$ cat src/rtl/halt_ctrl.sv
// -----------------------------------------------------------------------------
// halt_ctrl
// Run-control block beside the CPU writeback stage. It tracks the return-value
// register as instructions retire, freezes fetch when a halt retires, drains
// the memory side for DRAIN_CYCLES cycles, then holds is_halt with the captured
// return value. A watchdog forces a timeout stop if no halt retires within
// WDOG_CYCLES RUN cycles.
//
// Parameters:
//   DATA_W       register / return-value width
//   RET_REG      register index reported as return value (1..7)
//   DRAIN_CYCLES cycles spent draining before is_halt (1..255)
//   WDOG_CYCLES  RUN-state cycle budget before timeout (>= 2)
//
// Ports:
//   clk, rst_n   clock, synchronous active-low reset
//   wb_valid     instruction retires this cycle
//   wb_is_halt   retiring instruction is halt (qualified by wb_valid)
//   wb_we        retiring instruction writes a register (qualified by wb_valid)
//   wb_rd        destination register index
//   wb_data      writeback data
//   stall_req    freeze fetch/issue (registered)
//   is_halt      program halted, held until reset
//   ret_val      captured return value (shadow register)
//   timeout      watchdog expired, held until reset
//   cycles       RUN-state cycle count, frozen on leaving RUN
//
// Optional build macro: HALT_CTRL_TRACE_EN
//   Defined: prints a message on entry to HALTED / TIMEOUT (simulation only).
//   Undefined: fully synthesizable; port behaviour identical.
// -----------------------------------------------------------------------------
module halt_ctrl #(
    parameter int unsigned DATA_W       = 16,
    parameter int unsigned RET_REG      = 3,
    parameter int unsigned DRAIN_CYCLES = 4,
    parameter int unsigned WDOG_CYCLES  = 50000
) (
    input  logic              clk,
    input  logic              rst_n,
    input  logic              wb_valid,
    input  logic              wb_is_halt,
    input  logic              wb_we,
    input  logic [2:0]        wb_rd,
    input  logic [DATA_W-1:0] wb_data,
    output logic              stall_req,
    output logic              is_halt,
    output logic [DATA_W-1:0] ret_val,
    output logic              timeout,
    output logic [31:0]       cycles
);

    localparam int unsigned CNT_W  = 8;
    localparam int unsigned CYC_W  = 32;

    localparam logic [2:0]       RET_IDX    = 3'(RET_REG);
    localparam logic [CNT_W-1:0] DRAIN_LOAD = CNT_W'(DRAIN_CYCLES - 1);
    localparam logic [CYC_W-1:0] WDOG_LAST  = CYC_W'(WDOG_CYCLES - 1);

    typedef enum logic [1:0] {
        S_RUN     = 2'd0,
        S_DRAIN   = 2'd1,
        S_HALTED  = 2'd2,
        S_TIMEOUT = 2'd3
    } state_t;

    state_t             r_state;
    logic [CNT_W-1:0]   r_drain_cnt;
    logic [DATA_W-1:0]  r_shadow;
    logic [CYC_W-1:0]   r_cycles;
    logic               r_stall;
    logic               r_is_halt;
    logic               r_timeout;

    state_t             w_state_nxt;
    logic [CNT_W-1:0]   w_drain_cnt_nxt;
    logic [DATA_W-1:0]  w_shadow_nxt;
    logic [CYC_W-1:0]   w_cycles_nxt;
    logic               w_stall_nxt;
    logic               w_is_halt_nxt;
    logic               w_timeout_nxt;

    // State, counters and registered outputs.
    always_ff @(posedge clk) begin
        if (!rst_n) begin
            r_state     <= S_RUN;
            r_drain_cnt <= '0;
            r_shadow    <= '0;
            r_cycles    <= '0;
            r_stall     <= 1'b0;
            r_is_halt   <= 1'b0;
            r_timeout   <= 1'b0;
        end else begin
            r_state     <= w_state_nxt;
            r_drain_cnt <= w_drain_cnt_nxt;
            r_shadow    <= w_shadow_nxt;
            r_cycles    <= w_cycles_nxt;
            r_stall     <= w_stall_nxt;
            r_is_halt   <= w_is_halt_nxt;
            r_timeout   <= w_timeout_nxt;
        end
    end

    // Next-state, shadow capture, drain and cycle counting.
    always_comb begin
        w_state_nxt     = r_state;
        w_drain_cnt_nxt = r_drain_cnt;
        w_shadow_nxt    = r_shadow;
        w_cycles_nxt    = r_cycles;

        case (r_state)
            S_RUN: begin
                if (r_cycles != '1) begin
                    w_cycles_nxt = r_cycles + CYC_W'(1);
                end
                // A RET_REG write retiring alongside the halt is still captured.
                if (wb_valid && wb_we && (wb_rd == RET_IDX)) begin
                    w_shadow_nxt = wb_data;
                end
                // Halt takes priority over a same-cycle watchdog expiry.
                if (wb_valid && wb_is_halt) begin
                    w_state_nxt     = S_DRAIN;
                    w_drain_cnt_nxt = DRAIN_LOAD;
                end else if (r_cycles == WDOG_LAST) begin
                    w_state_nxt = S_TIMEOUT;
                end
            end
            S_DRAIN: begin
                if (r_drain_cnt == '0) begin
                    w_state_nxt = S_HALTED;
                end else begin
                    w_drain_cnt_nxt = r_drain_cnt - CNT_W'(1);
                end
            end
            default: begin
            end
        endcase

        // Outputs are registered from the next state so they align with it.
        w_stall_nxt   = (w_state_nxt != S_RUN);
        w_is_halt_nxt = (w_state_nxt == S_HALTED);
        w_timeout_nxt = (w_state_nxt == S_TIMEOUT);
    end

    assign stall_req = r_stall;
    assign is_halt   = r_is_halt;
    assign timeout   = r_timeout;
    assign ret_val   = r_shadow;
    assign cycles    = r_cycles;

`ifdef HALT_CTRL_TRACE_EN
    // One-shot messages on entry to the terminal states.
    always @(posedge clk) begin
        if (rst_n && (r_state == S_DRAIN) && (w_state_nxt == S_HALTED)) begin
            $display("Finished with << %0d >>", r_shadow);
        end
        if (rst_n && (r_state == S_RUN) && (w_state_nxt == S_TIMEOUT)) begin
            $display("ran for %0d cycles", w_cycles_nxt);
        end
    end
`endif

endmodule

$ cat config.mk
export PLATFORM = sky130hd
export DESIGN_NAME = halt_ctrl
export DESIGN_NICKNAME = d
export VERILOG_FILES = /design/src/rtl/halt_ctrl.sv
export SDC_FILE = /design/constraint.sdc
export NUM_CORES = 1
export LEC_CHECK = 0
export CAP_MARGIN = 15
export CORE_UTILIZATION = 35
export CTS_BUF_LIST = sky130_fd_sc_hd__clkbuf_16
export DETAILED_ROUTE_END_ITERATION = 8
export GPL_ROUTABILITY_DRIVEN = 0
export MAX_ROUTING_LAYER = met4
export SETUP_SLACK_MARGIN = 0.3
export SYNTH_ARGS = -nofsm -noshare
export SYNTH_HDL_FRONTEND = slang
export SYNTH_SLANG_ARGS = --single-unit
$ cat constraint.sdc
create_clock -name clk -period 2.7 [get_ports clk]
set_input_delay 0.675 -clock clk [delete_from_list [all_inputs] [get_ports clk]]
set_output_delay 0.675 -clock clk [all_outputs]
set_load 0.1 [all_outputs]
==> flow_summary.ini, run 1 <==
[finish]
multi_input_area_um2 = 1560
drive_above_1_share_pct = 28.0
syn_to_final_growth_pct = 37.7
fillers = 806
regArea_um2 = 1260
n_antenna_cell = 0
fin_nets = 436
layout_common_cells = buf_4 (62), nor2_1 (38), dfxtp_1 (35)
layout_commonest_cell = buf_4
fin_area_um2 = 3960

[detailed_routing]
viasPerCell = 5.25
vias = 2714
wl_met1_um = 3580
drt-pass1-iter-count = 4
totalWireLength_um = 7500
ant_nets = 0
top_layer_used = met4
routedWlPerCell_um = 14.5
route.detailed.drc = 0
drt-initial-drc-count = 117
wl_met3_um = 481
wl_met2_um = 3370

[setup_path]
crit_start = cycles[0]
reg2reg_slack_ps = 540
regToRegEndpoint = cycles[30]
arrival_ps = 2410
timing.rr.start = cycles[0]
cp-start-kind = flop
crit_fanout = 7
cp.required_ps = 2960
path_class = reg2reg
reg2reg_depth = 6
cp-end-kind = flop

[yosys]
syn_avg_cell_area_um2 = 8.72
dominantRegCellSynth = dfxtp_1
synthMuxAreaShare_pct = 8.00
synthSimpleGateAreaFrac_pct = 30.4
ys_types = 45
seq_area_frac_synth_pct = 42.5
syn-num-nets = 356
synthXorXnorAreaFrac_pct = 2.44
async_flop_share_pct = 0
netlist_area_um2 = 2880
synth_top_family_by_area = simple AND/OR/NAND/NOR gates
synth-seq-cells = 61
synth_edf_count = 0
synth_fa_ha_area_share_pct = 0.870
ys_warn_count = 0
synthesis.instances = 330
synth_compound_area_share_pct = 12.1

[power]
power.switching_uw = 706
swShare_pct = 27.6
p_leak_nw = 1.48
vdd_drop_max_v = 0.000345
p_int_mw = 1.85
powerDensity_nw_per_um2 = 645
clkPwrFrac_pct = 45.4
p_comb_share_pct = 15.9
p_seq_share_pct = 38.7

[floorplan]
io_pins = 75
die-area_um2 = 8580
rows = 32
coreArea_um2 = 7850
die_w_um = 92.7
initial_core_util_pct = 36.7
die-height_um = 92.7

[timing]
holdWs_ps = 486
slew_headroom_pct = 62.3
finalMaxSlewViolations = 0
clock_skew_ps = 8.20
period_share_pct = 79.9
fin_crit_ps = 2160
setup_tns_ps = 0
fmax_mhz = 464
setup_viol = 0
hold_viol_final = 0
tightest_slew_ps = 561
rsz0062_at_grt = false

[clocking]
clkTransAtPathRegs_ps = 50
cts_buffers = 9
htree_levels = 3
cts_sinks = 61
cts_tree = yes
root_buffer = clkbuf_16
clock_latency_ps = 330
ctsLongestPathBuffers = 2

[global_route]
grt_max_degree = 33
antenna_found_initial = 0
gr-total-overflow = 0
grt_use_total_pct = 18.8
grt_pass1_vias = 2541
grt_pass1_wl_um = 12200

[placement]
hpwl_um = 5240
place_area_um2 = 3650
io_buffers = 74

[hold_path]
min_path_type = reg2reg
hold_end = cycles[18]
hp-start = cycles[18]
hold_depth = 2

[outcome]
run_status = finished, final reports clean

[flow_run]
max_cap_violations = 0
==> worst max-delay path, stage by stage (launching register included) <==
cell,delay (ps)
dfxtp_4,360
ha_1,160
nand3_1,250
nor4_4,420
nand4_1,270
or4_1,460
a21oi_1,140
==> worst max path at each step <==
stage | endpoint | slack (ps) | cells after the start
floorplan | cycles[31] | 300 | 7
global placement | timeout | 580 | 4
detailed placement | cycles[23] | 510 | 5
CTS | cycles[23] | 490 | 5
global route | cycles[30] | 340 | 6
finish | cycles[30] | 540 | 6
==> synth_stat cells (2+ instances only) <==
library cell / number / area share, %
nand2b_1: 9 / 2.0
nor2_1: 39 / 5.1
o21ai_0: 4 / 0.70
nor4b_1: 2 / 0.61
nand3_1: 16 / 2.8
nand4_1: 13 / 2.8
xor2_1: 7 / 2.1
inv_1: 4 / 0.52
or2_2: 4 / 0.87
nor4_2: 2 / 0.87
nand3b_1: 3 / 0.78
nor3_2: 2 / 0.70
or4_1: 9 / 2.3
buf_2: 3 / 0.52
or3_1: 13 / 2.8
o31ai_1: 9 / 2.3
nor4_1: 8 / 1.7
clkbuf_1: 9 / 1.2
o21ai_1: 9 / 1.6
ha_1: 2 / 0.87
a211oi_1: 3 / 0.78
buf_6: 3 / 1.2
a21oi_1: 27 / 4.7
dfxtp_1: 61 / 42
mux2i_1: 23 / 8.0
nor3_1: 4 / 0.70
nand2_1: 24 / 3.1
==> layout make-up <==
class	instances	area share (%)
sequential	61	31.8
inverter	5	0.474
clock buffer	10	6.32
multi-input combinational	248	39.3
tap	102	3.22
clock inverter	6	1.33
timing repair buffer	85	17.6
==> state kept, by name, summed over array words and instances (netlist names) <==
register     flops
cycles          32
r_state          2
ret_val         16
is_halt          1
r_drain_cnt      8
timeout          1
stall_req        1
==> stage by stage <==
stage	total power, mW	cells	util, %	setup WS, ps
global route	2.67	517	50.5	336
global placement	1.41	501	46.5	578
CTS	2.58	517	50.3	491
finish	2.56	517	50.5	543
detailed placement	1.41	501	46.5	506
floorplan	1.29	330	-	302
==> what timing repair did <==
action                     in CTS  in global routing
setup endpoints to repair       0                  2
setup buffers                   0                  0
hold buffers                    0                  0
resized for setup               0                  2
==> power by group through the flow <==
stage	combinational [mW]	clock (mW)	sequential (mW)
after detailed placement	0.407	0	1.01
after CTS	0.408	1.19	0.988
final	0.406	1.16	0.988
after global routing	0.441	1.23	0.996
after floorplan	0.184	0	1.11
after global placement	0.402	0	1.00
==> cells by family (layout without fill, tap and decap cells) <==
| group | Yosys count | in the layout |
|---|---|---|
| xor+xnor | 8 | 8 |
| compound gates | 59 | 59 |
| simple gates | 156 | 156 |
| fa+ha+maj | 2 | 2 |
| flops | 61 | 61 |
| buf+inv | 21 | 106 |
| mux | 23 | 23 |
==> per-layer routing <==
metal | vias up | track usage, %
met3 | 7 | 5.91
met5 | - | -
met1 | 1266 | 23.4
li1 | 1370 | -
met4 | 0 | 8.97
met2 | 71 | 27.7
(Power assumes the default switching activity.)
==> inputs of run 2 (changes only) <==
Clock period 2.7 ns to 2 ns, I/O delays scaled along.
==> flow_summary.ini, run 2 (synthesis results as in run 1) <==
[outcome]
run_status = finished, final reports clean

[detailed_routing]
drt-pass1-iter-count = 5
route.detailed.drc = 0
vias = 3057
drt-initial-drc-count = 196
viasPerCell = 5.38
routedWlPerCell_um = 15.1
ant_nets = 0
totalWireLength_um = 8560

[timing]
hold_viol_final = 0
setup_viol = 0
fmax_mhz = 543
fin_crit_ps = 1840
clock_skew_ps = 4.77
slew_headroom_pct = 65.7
finalMaxSlewViolations = 0
rsz0062_at_grt = true
setup_tns_ps = 0
tightest_slew_ps = 510
period_share_pct = 92.1

[floorplan]
die-area_um2 = 8580
initial_core_util_pct = 36.7
die_w_um = 92.7
rows = 32
io_pins = 75
coreArea_um2 = 7850
die-height_um = 92.7

[clocking]
cts_sinks = 61
root_buffer = clkbuf_16
htree_levels = 3
cts_tree = yes
clkTransAtPathRegs_ps = 60
ctsLongestPathBuffers = 2
hold_buffers = 0
cts_buffers = 9
clock_latency_ps = 330

[finish]
n_antenna_cell = 0
finalNonFillerCells = 568
syn_to_final_growth_pct = 80.1
fin_nets = 487
drive_above_1_share_pct = 44.8
layout_common_cells = buf_4 (74), nor2_1 (36), buf_12 (33)
largest_reg_flops = 32
final_util_pct = 66.0
layout_commonest_cell = buf_4
fillers = 652
fin_area_um2 = 5180

[setup_path]
critPathTopFamily = simple AND/OR/NAND/NOR gates
path_buf_inv = 2
critPathSlowestCell = dfxtp_4
crit_fanout = 8
cp-start-kind = flop
critical-path-max-stage-delay_ps = 380
path_cells = nand4_4, or3_4, nor4b_4, buf_4, buf_8, or3_4, a21oi_2
path_common_cell = or3_4
path_class = reg2reg
cp-end-kind = flop
cp.required_ps = 2210
arrival_ps = 2050

[hold_path]
min_path_type = reg2reg

[flow_run]
max_cap_violations = 0

[global_route]
gr-total-overflow = 0
grt_pass1_wl_um = 13300
antenna_found_initial = 0
grt_max_degree = 24
grt_pass1_vias = 2776
grt_use_total_pct = 20.2

[power]
vdd_drop_max_v = 0.000517
powerDensity_nw_per_um2 = 748
total_power_mw = 3.88
p_leak_nw = 1.90

[placement]
hpwl_um = 5180
dp.cells = 513
io_buffers = 74
place_area_um2 = 4300
run 2: report_power, final:
part	internal [mW]	leakage, nW	switching (mW)
registers	1.24	0.520	0.0536
clock network	1.25	0.177	0.599
logic	0.317	1.21	0.416
total	2.81	1.90	1.07
run 2: worst register-to-register path, delay by kind of cell (launching register included):
family | cells | cell delay, ps
AO/OA/AOI/OAI | 1 | 40
buffers and inverters | 2 | 360
flip-flops | 1 | 380
AND/OR/NAND/NOR | 4 | 940
run 2: final timing paths:
path | startpoint | endpoint | slack [ps] | depth (start not counted)
worst max-delay path | cycles[26] | cycles[2] | 160 | 7
worst min-delay path | ret_val[7] | ret_val[7] | 490 | 2
worst max register to register | cycles[26] | cycles[2] | 160 | 7
worst min register to register | ret_val[7] | ret_val[7] | 490 | 2
run 2: layer usage:
layer	global-route usage [%]	routed length, µm	vias to the layer above	part of all wire [%]
li1	-	-	1481	-
met4	8.46	143	0	1.7
met1	25.4	3670	1456	43
met3	3.20	490	16	5.7
met5	-	0	-	0
met2	32.3	4260	104	50
run 2: timing repair:
action                     CTS  global route
setup buffers               28            10
gates resized for setup     20            29
hold endpoints to repair     0             0
pin swaps                   17            20
gates cloned                 1             0
setup endpoints to repair   39            43
run 2: per-stage QoR:
| step | hold WS [ps] | worst slack (ps) |
|---|---|---|
| 4_1_cts | 479 | 163 |
| 3_3_place_gp | 474 | 65.7 |
| 2_1_floorplan | 461 | -65.9 |
| 6_report | 494 | 158 |
| 5_1_grt | 531 | 84.5 |
| 3_5_place_dp | 486 | 50.2 |
run 2: area by class of cell:
type	count	area (µm²)	share of cell area, %
Multi-Input combinational cell	248	1810	34.9
Timing Repair Buffer	136	1520	29.4
Sequential cell	61	1340	25.9
Clock buffer	11	275	5.31
Tap cell	102	128	2.46
Clock inverter	5	86.3	1.67
Inverter	5	18.8	0.362
==> inputs of run 3 (changes only) <==
Settings changed: CORE_UTILIZATION 35 to 49, HOLD_SLACK_MARGIN set to 0.02, PLACE_DENSITY set to 0.8.
==> flow_summary.ini, run 3 (synthesis results as in run 1) <==
[outcome]
run_status = complete, but fails checks
violations = negative setup slack

[detailed_routing]
viasPerCell = 6.94
drt-initial-drc-count = 478
route.detailed.drc = 0
routedWlPerCell_um = 26.7
wl_met2_um = 6860
top_layer_used = met4
vias = 3738
ant_nets = 0
totalWireLength_um = 14400
drt-pass1-iter-count = 6
wl_met3_um = 1480
wl_met1_um = 4890

[clocking]
clock_latency_ps = 340
clkTransAtPathRegs_ps = 60
ctsLongestPathBuffers = 2
root_buffer = clkbuf_16
cts_tree = yes
hold_buffers = 0
cts_buffers = 9
cts_sinks = 61
htree_levels = 3

[timing]
fmax_mhz = 494
finalMaxSlewViolations = 0
rsz0062_at_grt = true
tightest_slew_ps = 585
final.setup.worst_slack_ps = -25.7
hold_viol_final = 0
holdWs_ps = 506
fin_crit_ps = 2030
setup_tns_ps = -62.3
slew_headroom_pct = 60.7
clock_skew_ps = 7.38
setup_viol = 4
period_share_pct = 101

[finish]
drive_above_1_share_pct = 49.9
fin_area_um2 = 5270
largest_reg_flops = 32
layout_commonest_cell = buf_4
final_util_pct = 94.5
fin_nets = 488
layout_common_cells = buf_4 (67), nor2_1 (36), buf_12 (34)
syn_to_final_growth_pct = 83.1
n_antenna_cell = 0

[floorplan]
rows = 27
initial_core_util_pct = 51.6
coreArea_um2 = 5570
io_pins = 75
die-height_um = 78.6
die_w_um = 78.6
die-area_um2 = 6180

[setup_path]
crit_start = cycles[5]
crit_fanout = 6
cp-start-kind = flop
path_cells = nand4_1, buf_6, nor4_4, nand4_1, buf_6, o31ai_1, a21oi_2
timing.rr.start = cycles[5]
critPathSlowestCell = dfxtp_4
cp.required_ps = 2200
path_class = reg2reg
critical-path-max-stage-delay_ps = 380
cp-end-kind = flop
arrival_ps = 2230

[power]
p_seq_share_pct = 35.7
powerDensity_nw_per_um2 = 695
p_comb_share_pct = 21.5
swShare_pct = 32.6
p_int_mw = 2.47
vdd_drop_max_v = 0.000871
power.switching_mw = 1.19
clkPwrFrac_pct = 42.8
p_leak_nw = 1.99

[placement]
io_buffers = 74
place_area_um2 = 4220
pre_cts_ws_ps = 15.0
hpwl_um = 5410

[global_route]
antenna_found_initial = 0
grt_max_degree = 25
grt_use_total_pct = 33.5
grt_pass1_wl_um = 15300
grt_pass1_vias = 3165
gr-total-overflow = 0

[hold_path]
hp-start = r_drain_cnt[0]
min_path_type = reg2reg

[flow_run]
max_cap_violations = 0
[run 3: layout make-up]
type / count / area [µm²]
Sequential cell: 61 / 1340
Multi-Input combinational cell: 248 / 1910
Fill cell: 144 / 308
Clock buffer: 10 / 250
Timing Repair Buffer: 137 / 1610
Clock inverter: 6 / 45.0
Inverter: 5 / 18.8
Tap cell: 72 / 90.1
[run 3: layer usage]
metal	GRT usage (%)	vias up
li1	-	1484
met1	34.8	1746
met2	55.5	385
met3	9.53	123
met4	21.3	0
met5	-	-
[run 3: path summary, 6_finish.rpt]
path | end | slack [ps] | cells past startpoint
worst min-delay path | r_drain_cnt[0] | 510 | 1
worst max-delay path | cycles[30] | -30 | 7
worst max register to register | cycles[30] | -30 | 7
worst min register to register | r_drain_cnt[0] | 510 | 1
[run 3: power groups by stage]
stage          registers [mW]  logic (mW)  clock network, mW
2_1_floorplan            1.47       0.277                  0
3_3_place_gp             1.33       0.584                  0
3_5_place_dp             1.33       0.599                  0
4_1_cts                  1.29       0.642               1.51
5_1_grt                  1.31       0.815               1.61
6_report                 1.31       0.788               1.57
[run 3: timing repair]
action                     in CTS  in global routing
setup endpoints to repair      40                 60
resized for setup              22                 61
pin swaps                      30                 35
cloned                          3                  2
buffers inserted               22                 20
[run 3: through the flow]
step / cells / power, mW
final: 539 / 3.66
after global routing: 539 / 3.74
after CTS: 517 / 3.44
after detailed placement: 476 / 1.93
after global placement: 476 / 1.91
after floorplan: 330 / 1.74
[run 3: worst max-delay path: cells and delay by family, from the launching register on]
| family | cells | cell delay, ps |
|---|---|---|
| and+or+nand+nor | 3 | 730 |
| buffers and inverters | 2 | 360 |
| DFF | 1 | 380 |
| AOI/OAI and AO/OA | 2 | 420 |
